==> config.mk <==
export PLATFORM = sky130hd
export DESIGN_NAME = memory_bist
export DESIGN_NICKNAME = d
export VERILOG_FILES = /design/src/rtl/memory_bist.sv
export SDC_FILE = /design/constraint.sdc
export NUM_CORES = 1
export LEC_CHECK = 0
export BUFFER_PORTS_ARGS = -buffer_cell sky130_fd_sc_hd__buf_4
export CORE_UTILIZATION = 50
export DETAILED_ROUTE_END_ITERATION = 6
export GPL_TIMING_DRIVEN = 0
export PLACE_DENSITY = 0.7
export SYNTH_ARGS = -nofsm -noshare
export SYNTH_HDL_FRONTEND = slang
export SYNTH_SLANG_ARGS = --single-unit
==> constraint.sdc <==
create_clock -name clk -period 3.1 [get_ports clk]
set_input_delay 0.31 -clock clk [delete_from_list [all_inputs] [get_ports clk]]
set_output_delay 0.31 -clock clk [all_outputs]
set_load 0.03 [all_outputs]
==> src/rtl/memory_bist.sv <==
// rtl/memory_bist.sv - single-port RAM with descending counting-pattern BIST (optional MEMORY_BIST_INVERT_EN second pass)
module memory_bist #(
    parameter int AWIDTH = 5,
    parameter int DWIDTH = 8,
    parameter int SEED   = 0
) (
    input  logic              clk,
    input  logic              rst,
    input  logic              wr,
    input  logic              rd,
    input  logic [AWIDTH-1:0] addr,
    input  logic [DWIDTH-1:0] wdata,
    output logic [DWIDTH-1:0] rdata,
    input  logic              bist_start,
    output logic              bist_busy,
    output logic              bist_done,
    output logic              bist_fail,
    output logic [AWIDTH-1:0] fail_addr
);

    localparam int                DEPTH    = 1 << AWIDTH;
    localparam logic [AWIDTH-1:0] ADDR_MAX = {AWIDTH{1'b1}};
    localparam logic [DWIDTH-1:0] SEED_V   = DWIDTH'(SEED);

    typedef enum logic [1:0] {IDLE, WRITE, READ, DONE} state_t;

    state_t            state;
    logic [DWIDTH-1:0] mem [DEPTH];

    // BIST walking address and pattern counter
    logic [AWIDTH-1:0] cnt;
    logic [DWIDTH-1:0] pat;
    logic [DWIDTH-1:0] pat_word;
    logic              rd_issue;

    // one-cycle compare pipeline: captured word, its expected value and address
    logic              cmp_valid;
    logic [DWIDTH-1:0] cmp_data;
    logic [DWIDTH-1:0] cmp_exp;
    logic [AWIDTH-1:0] cmp_addr;

    logic              func_en;
    logic              mem_we;
    logic [AWIDTH-1:0] mem_waddr;
    logic [DWIDTH-1:0] mem_wdata;

`ifdef MEMORY_BIST_INVERT_EN
    logic              inv_pass;
    assign pat_word = inv_pass ? ~pat : pat;
`else
    assign pat_word = pat;
`endif

    assign func_en = (state == IDLE) || (state == DONE);

    // Write port arbitration: the BIST owns the array while writing its pattern
    always_comb begin
        mem_we    = 1'b0;
        mem_waddr = addr;
        mem_wdata = wdata;
        if (state == WRITE) begin
            mem_we    = 1'b1;
            mem_waddr = cnt;
            mem_wdata = pat_word;
        end else if (func_en && wr) begin
            mem_we = 1'b1;
        end
    end

    // Storage array; deliberately not reset so contents survive rst
    always_ff @(posedge clk) begin
        if (mem_we) begin
            mem[mem_waddr] <= mem_wdata;
        end
    end

    // BIST sequencer, functional read register and status flags
    always_ff @(posedge clk or posedge rst) begin
        if (rst) begin
            state     <= IDLE;
            rdata     <= '0;
            bist_busy <= 1'b0;
            bist_done <= 1'b0;
            bist_fail <= 1'b0;
            fail_addr <= '0;
            cnt       <= '0;
            pat       <= '0;
            rd_issue  <= 1'b0;
            cmp_valid <= 1'b0;
            cmp_data  <= '0;
            cmp_exp   <= '0;
            cmp_addr  <= '0;
`ifdef MEMORY_BIST_INVERT_EN
            inv_pass  <= 1'b0;
`endif
        end else begin
            case (state)
                IDLE, DONE: begin
                    if (rd && !wr) begin
                        rdata <= mem[addr];
                    end
                    if (bist_start) begin
                        state     <= WRITE;
                        bist_busy <= 1'b1;
                        bist_done <= 1'b0;
                        bist_fail <= 1'b0;
                        fail_addr <= '0;
                        cnt       <= ADDR_MAX;
                        pat       <= SEED_V;
`ifdef MEMORY_BIST_INVERT_EN
                        inv_pass  <= 1'b0;
`endif
                    end
                end
                WRITE: begin
                    cnt <= cnt - 1'b1;
                    pat <= pat + 1'b1;
                    if (cnt == '0) begin
                        state     <= READ;
                        cnt       <= ADDR_MAX;
                        pat       <= SEED_V;
                        rd_issue  <= 1'b1;
                        cmp_valid <= 1'b0;
                    end
                end
                READ: begin
                    if (rd_issue) begin
                        cmp_data  <= mem[cnt];
                        cmp_exp   <= pat_word;
                        cmp_addr  <= cnt;
                        cmp_valid <= 1'b1;
                        cnt       <= cnt - 1'b1;
                        pat       <= pat + 1'b1;
                        if (cnt == '0) begin
                            rd_issue <= 1'b0;
                        end
                    end
                    if (cmp_valid && (cmp_data != cmp_exp)) begin
                        // first mismatch ends the run immediately
                        state     <= DONE;
                        bist_busy <= 1'b0;
                        bist_done <= 1'b1;
                        bist_fail <= 1'b1;
                        fail_addr <= cmp_addr;
                        rd_issue  <= 1'b0;
                        cmp_valid <= 1'b0;
                    end else if (!rd_issue) begin
                        // last compare of this pass came back clean
                        cmp_valid <= 1'b0;
`ifdef MEMORY_BIST_INVERT_EN
                        if (!inv_pass) begin
                            inv_pass <= 1'b1;
                            state    <= WRITE;
                            cnt      <= ADDR_MAX;
                            pat      <= SEED_V;
                        end else begin
                            state     <= DONE;
                            bist_busy <= 1'b0;
                            bist_done <= 1'b1;
                        end
`else
                        state     <= DONE;
                        bist_busy <= 1'b0;
                        bist_done <= 1'b1;
`endif
                    end
                end
                default: state <= IDLE;
            endcase
        end
    end

endmodule

Word-level counts from Yosys, hierarchy flattened
Memories as Yosys holds them, arrays and structs flattened. A register that Yosys moved wholly into a read port is not among the register bits.
Cells that the tools add are included.
Cells by class
  add/subtract/negate cells: 2
  equality and inequality tests: 9
  mux-type cells: 41
  reduce and logical (&&, ||, !) cells: 17
Operators by type and width (number)
  8-bit two-way mux: 4
  5-bit two-way mux: 6
  8-bit one-hot mux with 3 select lines: 1
  1-bit two-way mux: 18
  5-bit one-hot mux with 3 select lines: 1
  1-bit one-hot mux with 2 select lines: 5
  5-bit one-hot mux with 2 select lines: 1
  3-bit AND reduction: 3
  8-bit by 1-bit adder with 8-bit output, second input constant: 1
  2-bit two-way mux: 4
  8-bit != test: 1
  2-bit AND reduction: 4
  2-bit != test, second input constant: 3
  2-bit one-hot mux with 3 select lines: 1
  5-bit zero test: 1
  5-bit by 1-bit subtractor with 5-bit output, second input constant: 1
  2-bit == test, second input constant: 2
  2-bit nonzero test: 2
  1-bit logical AND: 3
  3-bit != test, second input constant: 1
  2-bit by 1-bit == test with 1-bit output, second input constant: 1
  2-bit zero test: 1
  2-bit by 1-bit != test with 1-bit output, second input constant: 1
  2-bit OR reduction: 1
  other kinds (2): 2
Word-level totals
  flip-flop bits (word level): 38
  memory bits (writable): 256
  input port bits: 18
  output and inout port bits: 16
  word-level logic and storage cells: 81
  memories: 1
Memory list
  mem: depth 32, bits a word 8, rd ports 2, clocked after Yosys merged registers in 2, write ports 1, line 28  | logic [DWIDTH-1:0] mem [DEPTH];

Depth between registers and ports, before layout
Gate-level depths: netlist of run 1.
  depth after elaboration: 7
  gate-level depth with buffers: 11
  depth with buffers taken out: 7

Worst setup path after synthesis of run 1
No wires, ideal clock.
  path type: register to register
  start point: reg cnt[0]
  end point: reg pat[0]
  arrival: 2477 ps
  required time: 2975 ps
  setup slack: 498 ps
  stages on the path, launching flop included: 11
  clock period less this slack: 2602 ps
  path through: dfrtp_1 buf_4 buf_6 buf_6 buf_2 inv_1 ha_1 or4b_4 a21oi_1 nor2_1 mux2_2
On the way
  cells in the longest elaborated chain, start to end: 3
Ends and longest elaborated chain
  start: declaration: line 31  | logic [AWIDTH-1:0] cnt;
  start signal: assignment: line 116  | cnt <= cnt - 1'b1;
  start signal: assignment: line 132  | cnt <= cnt - 1'b1;
  5-bit zero test: line 118  | if (cnt == '0) begin
  8-bit two-way mux: line 118
  8-bit one-hot mux with 3 select lines: line 97  | case (state)
  end signal: assignment: line 117  | pat <= pat + 1'b1;
  end signal: assignment: line 133  | pat <= pat + 1'b1;
  end: declaration: line 32  | logic [DWIDTH-1:0] pat;
Every way passes these cells.
A chain may end at the register's enable or synchronous reset.

Worst setup path in the final report of run 1
  start point: reg cnt[0]
  end point: mem mem[4][6] (enable)
On the way
  cells in the longest elaborated chain, start to end: 1
Ends and longest elaborated chain
  5-bit two-way mux: line 61  | if (state == WRITE) begin
  end: declaration: line 28
Every way passes these cells.

==> results by group, run 1 <==
Global routing
  • Total track usage: between 20 and 30%
  • First-pass GRT wire length: 60.1 mm
  • Vias in the first global route: 9112
  • Initial antenna violation count: 5
  • Largest net degree at the start of global routing: 33
  • Total gr overflow: 0

Worst setup path
  • RR Startpoint: cnt[0]
  • Crit Path Category: reg2reg
  • Data arrival, critical path: approximately 3.2 ns
  • Largest fanout on the critical path: 10
  • Setup crit start kind: flip-flop
  • CP dominant cell by count: buf_6
  • Slowest Stage Delay on Critical Path: 0.63 ns
  • Critical Path Source: cnt[0]
  • Req. time, crit path: between 3 and 4 ns
  • Crit-path cells: buf_4 -> buf_6 -> buf_6 -> buf_2 -> mux2i_1 -> nand2_1 -> nor2_2
  • Crit. End Element: flip-flop
  • CP max-delay cell: nor2_2

CTS
  • Total clock buffers created by CTS: 34
  • CTS tree: done
  • CTS root buf: clkbuf_16
  • H-Tree Level Count: 2
  • Clock slew at reported path FFs: 0.06 ns
  • Sink Count: 310
  • CTS Buffer Depth: 3
  • Worst-Skew Late Latency: 0.51 ns

STA
  • Final hold violations: 0
  • Tmin final: 3.02 ns
  • Final cycle utilization of the critical path: between 90% and 100%
  • Max Slew Vio Count: 0
  • Worst-margin pin slew: 0.921 ns
  • Fin Hold WS: 0.144 ns
  • RSZ-0062 raised after global routing: no
  • Max-slew headroom: between 30 and 40%
  • Final count of negative-setup-slack endpoints: 0
  • Fmax: 331 MHz
  • Setup TNS: 0 ns
  • Clock Skew: 0.0119 ns

Cells and area
  • Ratio of cells with drive above 1 in the final layout: 30.9%
  • Area grow syn2layout: 14.7%
  • Filler cells: 2204
  • Final core utilization: ~58%
  • Final nets: roughly 980
  • Layout Cells excl Fill: 1368

Synthesis
  • Primary FF master, synth: edfxtp_1
  • Mapped Nets: about 910
  • Avg Synthesized Cell Area: 16.3 µm²
  • Synth area leader: edfxtp_1
  • Post-synthesis cell type count: 50
  • Syn Inst Count: 891
  • Async SR Flop Fraction: about 17%
  • Sequential cell area fraction in the yosys report: 62.1%
  • FF+latch count, synth: slightly above 300
  • Synthesized area: 0.0146 mm²
  • Count of flip-flops with a built-in enable after synthesis: 256
  • Synth top area cells: edfxtp_1, mux4_2, dfrtp_1, nand2_1, o22ai_1
  • YS warnings: 0
  • Top-area cell type share of the netlist area: 52.8%

Die
  • Die Ht: 173 µm
  • Die area: between 0.02 and 0.03 mm²
  • Site row count: 62
  • Chip width: 173 µm
  • Io pins: 34
  • Starting Density: between 50% and 60%
  • Core area: between 0.02 and 0.03 mm²

Power and ir drop
  • Worst VDD drop: approximately 510 µV
  • Net Switching: approximately 5.5 mW
  • Switching Fraction: 35.9%
  • Combinational share of power: 36.7%
  • Internal power: 9.80 mW
  • Overall power: 15.3 mW
  • Flop pwr share: 36.6%
  • Pleak: 5.62 nW
  • Pwr per Cell Area: 917 mW/mm²
  • Clock power share: approximately a quarter

Detailed routing
  • Final antenna-violating net count: 0
  • Post-Route WL: between 40 and 50 mm
  • DRC Markers: 0
  • First-pass DRT Iterations: 5
  • Via count of the routed design: slightly above 9000
  • DR WL/cell: 30.1 µm
  • DRT iter0 DRCs: roughly 1200
  • Vias per cell: 6.71

Min path
  • Hold path start: bist_start
  • Worst Hold Class: in2reg

Placed design
  • GP Congestion: 0.966
  • Hpwl dp: roughly 28 mm
  • IO buf count: 32
  • Placed Cells: 1308

Outcome
  • Status: finished clean

Job
  • Max-cap viol count: 0
[power by group through the flow]
stage	combinational, mW	clock [mW]	sequential, mW
global placement	5.21	0	5.65
CTS	5.49	4.10	5.58
global route	5.89	4.25	5.63
floorplan	3.38	0	5.69
finish	5.62	4.09	5.59
detailed placement	5.30	0	5.67
[state kept, by name, indices dropped and copies added (netlist names), 2 cells and up]
name / count
cmp_addr: 5
cmp_data: 8
cmp_exp: 8
cnt: 5
fail_addr: 5
mem: 256
pat: 8
rdata: 8
state: 2
[what timing repair did]
| item | CTS | global route |
|---|---|---|
| hold endpoints to repair | 23 | 0 |
| endpoints found under the setup margin | 262 | 165 |
| gates resized for setup | 67 | 7 |
| pin swaps | 0 | 2 |
| buffers inserted | 0 | 1 |
| hold buffers | 1 | 0 |
[final cells by class]
cell class	instances	area, µm²	area share [%]
clock inverters	16	209	1.25
clock buffers	41	898	5.38
plain buffers	55	328	1.96
repair buffers	35	290	1.74
diodes	3	7.51	0.0450
flip-flops and latches	310	9040	54.2
multi-input cells	515	5400	32.4
inverters	9	33.8	0.202
well taps	384	480	2.88
[Yosys cell counts, drive strengths merged, types with 3 or more instances]
master and n:
edfxtp 256, mux4 128, nand2 86, dfrtp 54, nor2 51, o22ai 42
o21ai 41, buf 38, mux2i 23, a21oi 22, clkbuf 19, mux2 17
nand2b 11, nand3 10, nor3 9, or4 9, inv 8, xnor2 8
and2 7, a31oi 5, ha 5, nor2b 5, nand4 4, o21a 4
nand3b 3, or2 3
[stage by stage]
stage / cell area [µm²] / setup WS [ns]
6_report: 16700 / 0.0809
5_1_grt: 16700 / 0.00654
4_1_cts: 16600 / 0.00508
3_5_place_dp: 15300 / -0.495
3_3_place_gp: 15300 / -0.505
2_1_floorplan: 14600 / 0.498
[layout by cell type (no fill, tap or decap), types with 5 or more instances in the layout]
master     instances
a21oi_1           21
a31oi_1            5
and2_1             7
buf_1              6
buf_2             15
buf_4             41
buf_6              5
bufinv_16          5
clkbuf_1          21
clkbuf_16         35
clkinv_2           6
dfrtp_1           54
edfxtp_1         256
ha_1               5
inv_1              7
mux2_2            17
mux2i_1           23
mux4_2           128
nand2_1           83
nand2b_1          11
nand3_1           10
nor2_1            18
nor2_4            30
nor2b_1            5
nor3_1             9
o21ai_0           34
o21ai_1            7
o22ai_1           42
or4_1              9
xnor2_1            8
[cell families (layout without fill, tap and decap cells)]
group,after synthesis,after routing,share of synthesized area (%)
compound gates,131,131,5.38
xor+xnor,8,8,0.482
fa+ha+maj,5,5,0.430
buf+inv,66,156,2.51
flops,310,310,62.1
mux,168,168,22.7
other cells,0,3,0
simple gates,203,203,6.36
[per-layer routing]
metal / global-route usage [%] / vias up / wire, µm
met2: 44.2 / 604 / 19500
met3: 6.64 / 135 / 4540
met1: 37.4 / 4684 / 15200
met5: 0 / - / 26
met4: 12.8 / 4 / 1950
li1: - / 3755 / -
[worst max-delay path: cells and delay by family, from the launching register on]
| kind | cells | cell delay [ns] |
|---|---|---|
| AND/OR/NAND/NOR | 2 | 1.13 |
| flip-flops | 1 | 0.37 |
| buffers and inverters | 4 | 0.85 |
| multiplexers | 1 | 0.28 |
[path summary, 6_finish.rpt]
| kind | endpoint | slack (ns) | cells past startpoint |
|---|---|---|---|
| min reg2reg | cmp_addr[1] | 0.47 | 2 |
| max reg2reg | mem[4][6] | 0.08 | 7 |
| min in group asynchronous | cmp_addr[2] | 0.41 | 3 |
| max in group asynchronous | cmp_exp[7] | 2.13 | 4 |
| min | bist_busy | 0.14 | 3 |
| max | mem[4][6] | 0.08 | 7 |
No activity file was read; power rests on OpenSTA's default activity.
==> run 2: changes to the inputs <==
==> config.mk (replaced) <==
export PLATFORM = sky130hd
export DESIGN_NAME = memory_bist
export DESIGN_NICKNAME = d
export VERILOG_FILES = /design/src/rtl/memory_bist.sv
export SDC_FILE = /design/constraint.sdc
export NUM_CORES = 1
export LEC_CHECK = 0
export CORE_UTILIZATION = 50
export DETAILED_ROUTE_END_ITERATION = 6
export DONT_BUFFER_PORTS = 1
export GPL_TIMING_DRIVEN = 0
export PLACE_DENSITY = 0.69
export SYNTH_ARGS = -nofsm -noshare
export SYNTH_HDL_FRONTEND = slang
export SYNTH_SLANG_ARGS = --single-unit
==> run 2 against run 1 <==
Compared with the run above:
- the flow now finishes with violations (setup timing)
- first-iteration DRC count rose by 1.2%
- core utilization is 0.92 points lower
- sequential share of layout area grew 0.88 points
- non-clock buffer count fell by 29
- cell count shrank 2.0%
- critical endpoint is now mem[3][4]
- largest cell class unchanged
==> results by group, run 2 (same netlist as run 1, synthesis figures left out) <==
Placed design
  • Placed Cells: 1276 (was 1308)
  • GP Congestion: 0.973 (was 0.966)
  • Hpwl dp: 27.5 mm (was 27.8 mm)
  • IO buf count: 0 (was 32)

STA
  • Final count of negative-setup-slack endpoints: 91 (was 0)
  • Final hold violations: 0 (unchanged)
  • Clock Skew: 0.0188 ns (was 0.0119 ns)
  • Setup ws final: -0.142 ns (was 0.0809 ns)
  • Tmin final: 3.24 ns (was 3.02 ns)
  • Fmax: 308 MHz (was 331 MHz)
  • Final cycle utilization of the critical path: 105% (was 97.4%)
  • Max-slew headroom: 39.2% (was 38.6%)
  • Worst-margin pin slew: 0.910 ns (was 0.921 ns)
  • Max Slew Vio Count: 0 (unchanged)
  • RSZ-0062 raised after global routing: yes (was no)
  • Fin Hold WS: 0.0110 ns (was 0.144 ns)

Power and ir drop
  • Pleak: 5.44 nW (was 5.62 nW)
  • Pwr per Cell Area: 914 mW/mm² (was 917 mW/mm²)
  • Worst VDD drop: 550 µV (was 505 µV)

Cells and area
  • Largest reg by FF count: mem (unchanged)
  • Layout Cells excl Fill: 1341 (was 1368)
  • Ant. Diodes: 0 (was 3)
  • Final nets: 954 (was 983)
  • Area grow syn2layout: 12.8% (was 14.7%)
  • Commonest non-fill, non-tap cell in the layout: edfxtp_1 (unchanged)
  • Number of flip-flops in the largest register: 256 (unchanged)
  • Most frequent cells in the layout: edfxtp_1, mux4_2, nand2_1 (unchanged)
  • Ratio of cells with drive above 1 in the final layout: 28.3% (was 30.9%)

Job
  • Max-cap viol count: 0 (unchanged)

Die
  • Io pins: 34 (unchanged)
  • Die area: 0.0298 mm² (unchanged)
  • Die Ht: 173 µm (unchanged)
  • Chip width: 173 µm (unchanged)
  • Starting Density: 50.7% (unchanged)
  • Core area: 0.0287 mm² (unchanged)
  • Site row count: 62 (unchanged)

Worst setup path
  • Reg2reg end: mem[3][4] (was mem[4][6])
  • FF-to-FF setup slack: -0.14 ns (was 0.08 ns)
  • Largest fanout on the critical path: 10 (unchanged)
  • Req. time, crit path: 3.25 ns (was 3.24 ns)
  • CP Capture Point: mem[3][4] (was mem[4][6])
  • Setup crit start kind: flip-flop (unchanged)
  • RR Startpoint: cnt[1] (was cnt[0])
  • Crit. End Element: flip-flop (unchanged)
  • Critical Path Source: cnt[1] (was cnt[0])
  • Crit Path Category: reg2reg (unchanged)
  • Data arrival, critical path: 3.40 ns (was 3.16 ns)
  • FF-to-FF path depth: 7 (unchanged)

Detailed routing
  • DRT iter0 DRCs: 1164 (was 1150)
  • DR WL/cell: 30.6 µm (was 30.1 µm)
  • Vias per cell: 6.74 (was 6.71)
  • Via count of the routed design: 9037 (was 9182)
  • First-pass DRT Iterations: 5 (unchanged)
  • Post-Route WL: 41.1 mm (was 41.2 mm)
  • DRC Markers: 0 (unchanged)
  • Final antenna-violating net count: 0 (unchanged)

CTS
  • H-Tree Level Count: 2 (unchanged)
  • Clock slew at reported path FFs: 0.06 ns (about the same)
  • Total clock buffers created by CTS: 34 (unchanged)
  • CTS Buffer Depth: 3 (unchanged)
  • Worst-Skew Late Latency: 0.53 ns (was 0.51 ns)
  • Sink Count: 310 (unchanged)
  • CTS root buf: clkbuf_16 (unchanged)
  • CTS tree: done (unchanged)

Global routing
  • Total gr overflow: 0 (unchanged)
  • First-pass GRT wire length: 60.0 mm (was 60.1 mm)
  • Largest net degree at the start of global routing: 40 (was 33)
  • Vias in the first global route: 9043 (was 9112)
  • Initial antenna violation count: 0 (was 5)
  • Total track usage: 28.0% (was 28.1%)

Min path
  • Worst Hold Class: in2reg (unchanged)

Outcome
  • Failing checks: setup timing
  • Status: finished, violations left (was finished clean)
[run 2: changes by cell type in the layout (fill, tap and decap cells not counted), moves of 2 or more]
cell        previous run  this run
clkinvlp_4             0         3
diode_2                3         0
buf_4                 41         9
clkbuf_1              21        19
nand2_1               83        85
clkinv_1               4        11
clkinv_2               6         4
nand2_2                3         1
bufinv_16              5         2
[run 2: report_power, final]
group / leakage (nW) / internal (mW) / switching [mW] / total, mW
clock: 0.511 / 2.22 / 1.68 / 3.90
sequential: 3.02 / 5.33 / 0.374 / 5.71
combinational: 1.91 / 1.92 / 3.48 / 5.40
[run 2: how the worst min path moves through the flow]
stage          slack [ns]  depth (start not counted)   startpoint     endpoint
3_3_place_gp         0.47                          2  cmp_addr[2]  cmp_addr[2]
2_1_floorplan        0.44                          2  cmp_addr[2]  cmp_addr[2]
4_1_cts              0.02                          2   bist_start    bist_busy
5_1_grt              0.03                          2   bist_start    bist_busy
3_5_place_dp         0.19                          1          rst       pat[4]
6_report             0.01                          2   bist_start    bist_busy
[run 2: per-stage QoR]
step                      setup TNS [ns]  setup slack (ns)  utilization (%)  instance area (µm²)  power, mW
final                              -4.66            -0.142             57.2                16400       15.0
after global routing               -7.06            -0.182             57.2                16400       15.5
after CTS                          -3.37           -0.0880             56.8                16300       14.8
after detailed placement         -110.73            -0.621             52.4                15100       10.8
after global placement           -107.85            -0.647             52.4                15000       10.7
after floorplan                        0             0.498                -                14600       9.07
[run 2: layer usage]
metal	GRT usage [%]	share of wire, %
met1	38.0	38
met2	42.4	46
met3	7.92	11
met4	12.2	4.4
met5	0	0
[run 2: critical path, stage by stage, from the launching register on]
cell,delay (ns)
dfrtp_1,0.40
buf_2,0.24
buf_2,0.39
clkbuf_2,0.46
nand2_1,0.08
o21ai_0,0.14
nand2_1,0.48
nor2_2,0.66
[run 2: cell type report]
type                            instances  area (µm²)
Buffer                                 57         345
Tap cell                              384         480
Clock inverter                         23         183
Fill cell                            2192       12300
Timing Repair Buffer                    4        70.1
Multi-Input combinational cell        515        5390
Sequential cell                       310        9040
Inverter                                9        33.8
Clock buffer                           39         880
[run 2: timing repair]
| item | 4_1_cts | 5_1_grt |
|---|---|---|
| endpoints found under the setup margin | 263 | 211 |
| hold buffers | 1 | 0 |
| setup buffers | 0 | 2 |
| endpoints found under the hold margin | 15 | 0 |
| gates resized for setup | 54 | 18 |
| pin swaps | 0 | 2 |
==> run 3: changes to the inputs <==
--- a/config.mk
+++ b/config.mk
@@ -5,11 +5,11 @@
 export SDC_FILE = /design/constraint.sdc
 export NUM_CORES = 1
 export LEC_CHECK = 0
-export CORE_UTILIZATION = 50
+export CORE_UTILIZATION = 37
 export DETAILED_ROUTE_END_ITERATION = 6
 export DONT_BUFFER_PORTS = 1
 export GPL_TIMING_DRIVEN = 0
-export PLACE_DENSITY = 0.69
+export PLACE_DENSITY = 0.55
 export SYNTH_ARGS = -nofsm -noshare
 export SYNTH_HDL_FRONTEND = slang
 export SYNTH_SLANG_ARGS = --single-unit
==> run 3 against run 2 <==
Compared with the run above:
- the run now ends clean
- design area grew 2.4%
- clock skew shrank 0.0014 ns
- cell count grew 11%
- total power grew 1.7%
- setup slack gained 0.22 ns
- global-route usage shrank 5.9 points
- sequential share of layout area shrank 1.3 points
- critical path depth is the same
- die area grew 35%
- maximum frequency grew 7.3%
- clock power grew 2%
- first-iteration DRC count shrank 11%
- highest routed layer is now met5
==> results by group, run 3 (same netlist as run 1, synthesis figures left out) <==
Die
  • Die Ht: 200 µm (was 173 µm)
  • Io pins: 34 (unchanged)
  • Site row count: 72 (was 62)
  • Die area: 0.0401 mm² (was 0.0298 mm²)
  • Starting Density: 37.6% (was 50.7%)
  • Core area: 0.0387 mm² (was 0.0287 mm²)
  • Chip width: 200 µm (was 173 µm)

Worst setup path
  • WP buf/inv: 4 (was 3)
  • Crit Path Category: reg2reg (unchanged)
  • Crit. End Element: flip-flop (unchanged)
  • Slowest Stage Delay on Critical Path: 0.39 ns (was 0.66 ns)
  • CP max-delay cell: clkbuf_4 (was nor2_2)
  • Crit-path cells: buf_2 -> buf_2 -> buf_4 -> clkbuf_4 -> mux2_2 -> nand2_1 -> nor2_4 (was buf_2 -> buf_2 -> clkbuf_2 -> nand2_1 -> o21ai_0 -> nand2_1 -> nor2_2)
  • Req. time, crit path: 3.28 ns (was 3.25 ns)
  • Kind of cell adding the most delay to the critical path: buffers and inverters (was simple AND/OR/NAND/NOR gates)
  • Data arrival, critical path: 3.20 ns (was 3.40 ns)
  • CP dominant cell by count: buf_2
  • Largest fanout on the critical path: 10 (unchanged)
  • Setup crit start kind: flip-flop (unchanged)

Job
  • Max-cap viol count: 0 (unchanged)

Detailed routing
  • DR WL/cell: 29.7 µm (was 30.6 µm)
  • Post-Route WL: 44.1 mm (was 41.1 mm)
  • First-pass DRT Iterations: 5 (unchanged)
  • DRT iter0 DRCs: 1032 (was 1164)
  • DRC Markers: 0 (unchanged)
  • Via count of the routed design: 8858 (was 9037)
  • Vias per cell: 5.96 (was 6.74)
  • Final antenna-violating net count: 0 (unchanged)

STA
  • Max-slew headroom: 32.9% (was 39.2%)
  • Final hold violations: 0 (unchanged)
  • Final cycle utilization of the critical path: 97.4% (was 105%)
  • Clock Skew: 0.0174 ns (was 0.0188 ns)
  • Max Slew Vio Count: 0 (unchanged)
  • Worst-margin pin slew: 1.01 ns (was 0.910 ns)
  • Fmax: 331 MHz (was 308 MHz)
  • Final count of negative-setup-slack endpoints: 0 (was 91)
  • Tmin final: 3.02 ns (was 3.24 ns)

Cells and area
  • Largest reg by FF count: mem (unchanged)
  • Area grow syn2layout: 15.5% (was 12.8%)
  • Layout Cells excl Fill: 1485 (was 1341)
  • Most frequent cells in the layout: edfxtp_1, mux4_2, nand2_1 (unchanged)
  • Final core utilization: 43.4% (was 57.2%)
  • Number of flip-flops in the largest register: 256 (unchanged)
  • Commonest non-fill, non-tap cell in the layout: edfxtp_1 (unchanged)
  • Ratio of cells with drive above 1 in the final layout: 29.3% (was 28.3%)
  • Final nets: 965 (was 954)

CTS
  • CTS root buf: clkbuf_16 (unchanged)
  • H-Tree Level Count: 2 (unchanged)
  • CTS Buffer Depth: 3 (unchanged)
  • Clock slew at reported path FFs: 0.06 ns (about the same)
  • Total clock buffers created by CTS: 35 (was 34)
  • Worst-Skew Late Latency: 0.52 ns (was 0.53 ns)
  • CTS tree: done (unchanged)
  • Sink Count: 310 (unchanged)

Outcome
  • Status: finished clean (was finished, violations left)

Placed design
  • GP Congestion: 0.909 (was 0.973)
  • IO buf count: 0 (unchanged)
  • Hpwl dp: 29.8 mm (was 27.5 mm)
  • Placed Cells: 1410 (was 1276)

Power and ir drop
  • Pleak: 5.53 nW (was 5.44 nW)
  • Overall power: 15.2 mW (was 15.0 mW)
  • Pwr per Cell Area: 907 mW/mm² (was 914 mW/mm²)
  • Worst VDD drop: 416 µV (was 550 µV)

Min path
  • Worst Hold Class: in2reg (unchanged)

Global routing
  • Initial antenna violation count: 4 (was 0)
  • First-pass GRT wire length: 63.2 mm (was 60.0 mm)
  • Total track usage: 22.1% (was 28.0%)
  • Vias in the first global route: 8928 (was 9043)
  • Total gr overflow: 0 (unchanged)
  • Largest net degree at the start of global routing: 33 (was 40)
[run 3: metrics by stage]
stage | setup WS [ns] | hold WS, ns | instance area, µm² | TNS (ns)
floorplan | 0.498 | 0.438 | 14600 | 0
global placement | -0.686 | 0.456 | 15200 | -128.42
detailed placement | -0.723 | 0.256 | 15200 | -131.61
CTS | -0.168 | 0.0117 | 16500 | -18.17
global route | -0.00425 | 0.0203 | 16800 | -0.0161
finish | 0.0795 | 0.0120 | 16800 | 0
[run 3: path summary, 6_finish.rpt]
check                             from          end  slack [ns]  cells after the start
min in group asynchronous          rst   cmp_exp[3]        0.29                      2
min reg2reg                cmp_addr[2]  cmp_addr[2]        0.47                      2
min                         bist_start    bist_busy        0.01                      2
max                             cnt[2]   mem[31][5]        0.08                      7
max in group asynchronous          rst     state[0]        2.25                      3
max reg2reg                     cnt[2]   mem[31][5]        0.08                      7
[run 3: power by group]
part | internal [mW] | switching (mW) | total [mW]
Clock | 2.35 | 1.64 | 3.99
Combinational | 1.96 | 3.58 | 5.54
Sequential | 5.33 | 0.389 | 5.72
[run 3: timing repair]
action / 4_1_cts / 5_1_grt
pin swaps: 0 / 12
setup endpoints to repair: 262 / 263
gates resized for setup: 52 / 26
buffers inserted: 0 / 12
hold buffers: 1 / 0
cloned: 0 / 0
hold endpoints to repair: 22 / 0
[run 3: area by class of cell]
cell class / count / area (µm²)
fillers: 3440 / 21900
flip-flops and latches: 310 / 9040
clock inverters: 12 / 116
inverters: 9 / 33.8
plain buffers: 57 / 345
diodes: 2 / 5.00
clock buffers: 48 / 967
repair buffers: 14 / 245
well taps: 518 / 648
multi-input cells: 515 / 5410
[run 3: metal layers]
metal / up-vias / share of wire, % / track usage [%]
met1: 4637 / 41 / 29.4
met2: 416 / 47 / 34.9
met3: 89 / 8.4 / 5.47
li1: 3712 / - / -
met4: 4 / 3.9 / 8.53
met5: - / 0.061 / 0
